$ cat src/rtl/color_select_ctrl.sv
// Colour picker: two debounced push-buttons select a DAC channel and write the slide-switch value into it.
// Press latency 2 + DEBOUNCE_CYCLES cycles; register write one cycle later, LED/segment outputs one more.

module color_select_debounce #(
    parameter int DEBOUNCE_CYCLES = 400000,
    parameter int CNT_W           = 19
) (
    input  logic clk_i,
    input  logic reset_n_i,
    input  logic btn_raw_i,
    output logic press_o
);
    localparam logic [CNT_W-1:0] CNT_LAST = CNT_W'(DEBOUNCE_CYCLES - 1);

    logic             sync1_q;
    logic             sync2_q;
    logic             level_q;
    logic             level_d;
    logic             press_q;
    logic             press_d;
    logic [CNT_W-1:0] cnt_q;
    logic [CNT_W-1:0] cnt_d;

    // A level is accepted only after the synchronized input has disagreed
    // with it for DEBOUNCE_CYCLES consecutive cycles; any agreement restarts.
    always_comb begin
        cnt_d   = cnt_q;
        level_d = level_q;
        press_d = 1'b0;
        if (sync2_q == level_q) begin
            cnt_d = '0;
        end else if (cnt_q == CNT_LAST) begin
            cnt_d   = '0;
            level_d = sync2_q;
            press_d = ~sync2_q;
        end else begin
            cnt_d = cnt_q + 1'b1;
        end
    end

    always_ff @(posedge clk_i) begin
        if (!reset_n_i) begin
            sync1_q <= 1'b1;
            sync2_q <= 1'b1;
            level_q <= 1'b1;
            press_q <= 1'b0;
            cnt_q   <= '0;
        end else begin
            sync1_q <= btn_raw_i;
            sync2_q <= sync1_q;
            level_q <= level_d;
            press_q <= press_d;
            cnt_q   <= cnt_d;
        end
    end

    assign press_o = press_q;
endmodule

module color_select_ctrl #(
    parameter int DEBOUNCE_CYCLES = 400000,
    parameter int CNT_W           = 19
) (
    input  logic       pixel_clock,
    input  logic       reset_n,
    input  logic       btn_set_color,
    input  logic       btn_switch_color,
    input  logic [7:0] switch_color_bits,
    output logic [7:0] dac_red,
    output logic [7:0] dac_green,
    output logic [7:0] dac_blue,
    output logic [7:0] led_color_bits,
    output logic [6:0] segment_leds,
    output logic [1:0] channel_sel
);
    typedef enum logic [1:0] {
        CH_NONE  = 2'd0,
        CH_RED   = 2'd1,
        CH_GREEN = 2'd2,
        CH_BLUE  = 2'd3
    } chan_e;

    localparam logic [6:0] SEG_RED   = 7'h2F;
    localparam logic [6:0] SEG_GREEN = 7'h10;
    localparam logic [6:0] SEG_BLUE  = 7'h03;

    logic       set_evt;
    logic       switch_evt;
    logic [7:0] sw_sync1_q;
    logic [7:0] sw_sync2_q;
    chan_e      state_q;
    logic [7:0] red_q;
    logic [7:0] green_q;
    logic [7:0] blue_q;
    logic [7:0] led_q;
    logic [6:0] seg_q;

    color_select_debounce #(
        .DEBOUNCE_CYCLES (DEBOUNCE_CYCLES),
        .CNT_W           (CNT_W)
    ) u_db_set (
        .clk_i     (pixel_clock),
        .reset_n_i (reset_n),
        .btn_raw_i (btn_set_color),
        .press_o   (set_evt)
    );

    color_select_debounce #(
        .DEBOUNCE_CYCLES (DEBOUNCE_CYCLES),
        .CNT_W           (CNT_W)
    ) u_db_switch (
        .clk_i     (pixel_clock),
        .reset_n_i (reset_n),
        .btn_raw_i (btn_switch_color),
        .press_o   (switch_evt)
    );

    always_ff @(posedge pixel_clock) begin
        if (!reset_n) begin
            sw_sync1_q <= 8'hFF;
            sw_sync2_q <= 8'hFF;
        end else begin
            sw_sync1_q <= switch_color_bits;
            sw_sync2_q <= sw_sync1_q;
        end
    end

    // Set wins over a simultaneous switch; the switch press is dropped.
    always_ff @(posedge pixel_clock) begin
        if (!reset_n) begin
            state_q <= CH_RED;
            red_q   <= 8'hFF;
            green_q <= 8'h00;
            blue_q  <= 8'hDE;
            led_q   <= 8'hFF;
            seg_q   <= SEG_RED;
        end else begin
            case (state_q)
                CH_RED: begin
                    led_q <= red_q;
                    seg_q <= SEG_RED;
                end
                CH_GREEN: begin
                    led_q <= green_q;
                    seg_q <= SEG_GREEN;
                end
                CH_BLUE: begin
                    led_q <= blue_q;
                    seg_q <= SEG_BLUE;
                end
                default: begin
                    led_q <= 8'h00;
                    seg_q <= 7'h00;
                end
            endcase

            if (state_q == CH_NONE) begin
                state_q <= CH_RED;
            end else if (set_evt) begin
                case (state_q)
                    CH_RED:   red_q   <= sw_sync2_q;
                    CH_GREEN: green_q <= sw_sync2_q;
                    default:  blue_q  <= sw_sync2_q;
                endcase
            end else if (switch_evt) begin
                case (state_q)
                    CH_RED:   state_q <= CH_GREEN;
                    CH_GREEN: state_q <= CH_BLUE;
                    default:  state_q <= CH_RED;
                endcase
            end
        end
    end

    assign dac_red        = red_q;
    assign dac_green      = green_q;
    assign dac_blue       = blue_q;
    assign channel_sel    = state_q;
    assign led_color_bits = led_q;
    assign segment_leds   = seg_q;
endmodule

$ cat config.mk
export PLATFORM = sky130hd
export DESIGN_NAME = color_select_ctrl
export DESIGN_NICKNAME = d
export VERILOG_FILES = /design/src/rtl/color_select_ctrl.sv
export SDC_FILE = /design/constraint.sdc
export NUM_CORES = 1
export LEC_CHECK = 0
export ABC_AREA = 1
export ABC_CLOCK_PERIOD_IN_PS = 1500
export BUFFER_PORTS_ARGS = -buffer_cell sky130_fd_sc_hd__buf_4
export CORE_UTILIZATION = 52
export DETAILED_ROUTE_END_ITERATION = 10
export HOLD_SLACK_MARGIN = 0.02
export PLACE_DENSITY_LB_ADDON = 0.2
export SLEW_MARGIN = 10
export SYNTH_ARGS = -nofsm -noshare
export SYNTH_HDL_FRONTEND = slang
export SYNTH_SLANG_ARGS = --single-unit
$ cat constraint.sdc
create_clock -name pixel_clock -period 1.5 [get_ports pixel_clock]
set_input_delay 0 -clock pixel_clock [delete_from_list [all_inputs] [get_ports pixel_clock]]
set_output_delay 0 -clock pixel_clock [all_outputs]
set_load 0.01 [all_outputs]
==> reports/qor.csv <==
metric;value;unit
pre-CTS setup slack;77.3;ps
Reg2Reg Depth;7;
Setup crit start kind;flip-flop;
area growth from synthesis to layout;21.6;%
mapped cell area;4170;um^2
largest net degree at the start of global routing;35;
Skew-Pair Late Insertion Delay;360;ps
worst-path cell with the longest stage delay;dfxtp_1;
Critical R2R Capture;u_db_switch.cnt_q[12];
Layout Cells excl Fill;734;
hold wc startpoint;switch_color_bits[1];
RSZ-0062 raised after global routing;true;
Cell Pwr Density;869;nW/um^2
Synth Register Bits;99;
Die Wd;91.5;um
CTS Root Buffer Type;clkbuf_8;
setup repair bufs after CTS;0;
total power;0.00440;W
final worst setup slack;107;ps
CTS tree;done;
# DRC;0;
CP Buf/Inv Count;2;
FMAX;718;MHz
fraction of final layout cells sized beyond drive strength 1;21.4;%
Chip Height;91.5;um
Most common cell on crit path;nand3_2;
placed cells;707;
core area;7730;um^2
slowest stage delay, CP;350;ps
CTS buffer count;9;
Buffers on Ports;51;
CP Data Required Time;1750;ps
final hold viol count;0;
CTS clk-pin slew, worst paths;100;ps
post-route ant nets;0;
Rows;32;
via density per instance;4.96;
Crit path arrival time;1640;ps
unique cell type count in the Yosys netlist;33;
global-route wire length before repair;15300;um
DRT Pass-1 Iters;4;
origin of the worst setup path;u_db_switch.cnt_q[0];
1st-iter DRT viols;121;
most common cell after layout, fill and taps aside;nand2_1;
Post-Syn Instances;554;
starting density of the core;53.9;%
delay-heaviest family, CP;flip-flops;
nets@finish;647;
setup tns final;0;ps
Detailed Route WL;8740;um
Post-Syn Area per Cell;7.52;um^2
min cycle time layout;1390;ps
Setup Viol. Count Final;0;
period utilization;92.8;%
peak supply drop;479;uV
Hold Path Depth;3;
R2R Setup Slk;110;ps
sequential share of the synthesized area;47.6;%
total grt overflow;0;
ANT cells;0;
max cap viols;0;
drt wl/cell;11.9;um
Clock Skew;15.0;ps
R2R Path Start;u_db_switch.cnt_q[0];
worst hold path class;in -> reg;
All-Layer GR Usage;22.4;%
Setup CP Type;reg -> reg;
endpoint class of the critical path;flip-flop;
Ys Warns;0;
die area;8370;um^2
most frequent cells in the layout;nand2_1 (161), dfxtp_1 (97), nor2_1 (76);
routability congestion estimate;0.943;
initial antenna violation count;0;
Synth Net Count;574;
fin. max-slew vios;0;
CTS H-Tree Depth;3;
Max Buffers Root-to-Sink;2;
clock sinks;99;
status;finished, final reports clean;
Leak;2.08;nW
worst-path cell chain;ha_2, nand3_2, inv_2, nand3_2, o21bai_4, buf_12, nor2_1;
Min-Delay Endpoint;sw_sync1_q[1];
crit path max fanout;17;
DP Wirelength;6460;um
num ports;53;
vias in the first global route;3444;
routed via count;3642;
cell families (layout without fill, tap and decap cells):
family	after synthesis	in the layout	synth area share, %
buffers and inverters	58	136	6.25
other	1	1	0.0900
AND/OR/NAND/NOR	337	337	35.6
AO/OA/AOI/OAI	34	34	4.48
XOR/XNOR	17	17	3.57
flip-flops	99	99	47.6
adder cells (fa/ha/maj)	8	8	2.40
cell type report:
| type | count | area, um^2 |
|---|---|---|
| clock inverters | 6 | 57.6 |
| clock buffers | 10 | 128 |
| inverters | 43 | 161 |
| flip-flops and latches | 99 | 1980 |
| repair buffers | 77 | 656 |
| well taps | 102 | 128 |
| fillers | 673 | 2660 |
| multi-input cells | 397 | 1950 |
state kept, by name, summed over array words and instances (netlist names), 2 cells and up:
register / count
dac_red: 8
u_db_switch.cnt_q: 19
dac_green: 8
segment_leds: 3
u_db_set.cnt_q: 19
led_color_bits: 8
dac_blue: 8
sw_sync2_q: 8
channel_sel: 2
sw_sync1_q: 8
Yosys cell counts:
cell type	n	area, um^2
inv_1	41	154
nor2_4	1	11.3
nor3_2	1	10.0
nor4_1	1	6.26
nor2_2	12	75.1
nand2_2	2	12.5
and2_1	1	6.26
or2_2	22	138
o21bai_4	1	18.8
nand2_1	162	608
inv_2	1	3.75
nand3_2	3	30.0
nor3_4	1	16.3
dfxtp_1	99	1980
nand2_4	1	11.3
xor2_1	8	70.1
ha_1	8	100
nand4_1	5	31.3
buf_12	1	20.0
buf_6	1	11.3
nor3_1	1	5.00
clkinv_1	1	3.75
o21ai_0	17	85.1
buf_4	4	30.0
clkbuf_1	6	22.5
o211ai_1	1	7.51
buf_2	3	15.0
xnor2_1	9	78.8
nand3_1	44	220
nor2_1	79	297
a21oi_1	15	75.1
or2_0	1	6.26
conb_1	1	3.75
through the flow:
| step | utilization (%) | cell area [um^2] | hold WS, ps |
|---|---|---|---|
| 2_1_floorplan | - | 4170 | 107 |
| 3_3_place_gp | 61.3 | 4740 | 187 |
| 3_5_place_dp | 61.3 | 4740 | 190 |
| 4_1_cts | 65.2 | 5030 | 353 |
| 5_1_grt | 65.5 | 5060 | 381 |
| 6_report | 65.5 | 5060 | 368 |
worst register-to-register path, cell delays in order, from the launching register on:
cell and delay (ps):
dfxtp_1 350, ha_2 220, nand3_2 110, inv_2 100, nand3_2 140, o21bai_4 160
buf_12 160, nor2_1 50
metal layers:
metal | part of all wire (%) | global-route usage [%] | vias up
met1 | 45 | 27.3 | 1669
met3 | 4.2 | 3.18 | 13
li1 | - | - | 1877
met5 | 0 | 0 | -
met2 | 49 | 39.7 | 83
met4 | 1.6 | 8.60 | 0
power by group:
part | internal (W) | total (W) | switching, W
combinational | 0.0000732 | 0.000132 | 0.0000592
clock | 0.000643 | 0.00160 | 0.000961
sequential | 0.00265 | 0.00266 | 0.0000112
how the worst max path moves through the flow:
| stage | cells past startpoint | slack [ps] | end |
|---|---|---|---|
| after floorplan | 7 | 70 | u_db_set.cnt_q[10] |
| after global placement | 7 | 110 | u_db_switch.cnt_q[9] |
| after detailed placement | 7 | 80 | u_db_set.cnt_q[12] |
| after CTS | 7 | 50 | u_db_set.cnt_q[12] |
| after global routing | 5 | -20 | u_db_set.cnt_q[13] |
| final | 7 | 110 | u_db_switch.cnt_q[12] |
timing repair:
| action | 4_1_cts | 5_1_grt |
|---|---|---|
| hold endpoints to repair | 12 | 0 |
| hold buffers | 11 | 0 |
| resized for setup | 0 | 12 |
| setup endpoints to repair | 0 | 46 |
Note: power is estimated with default switching activity, not from simulation.
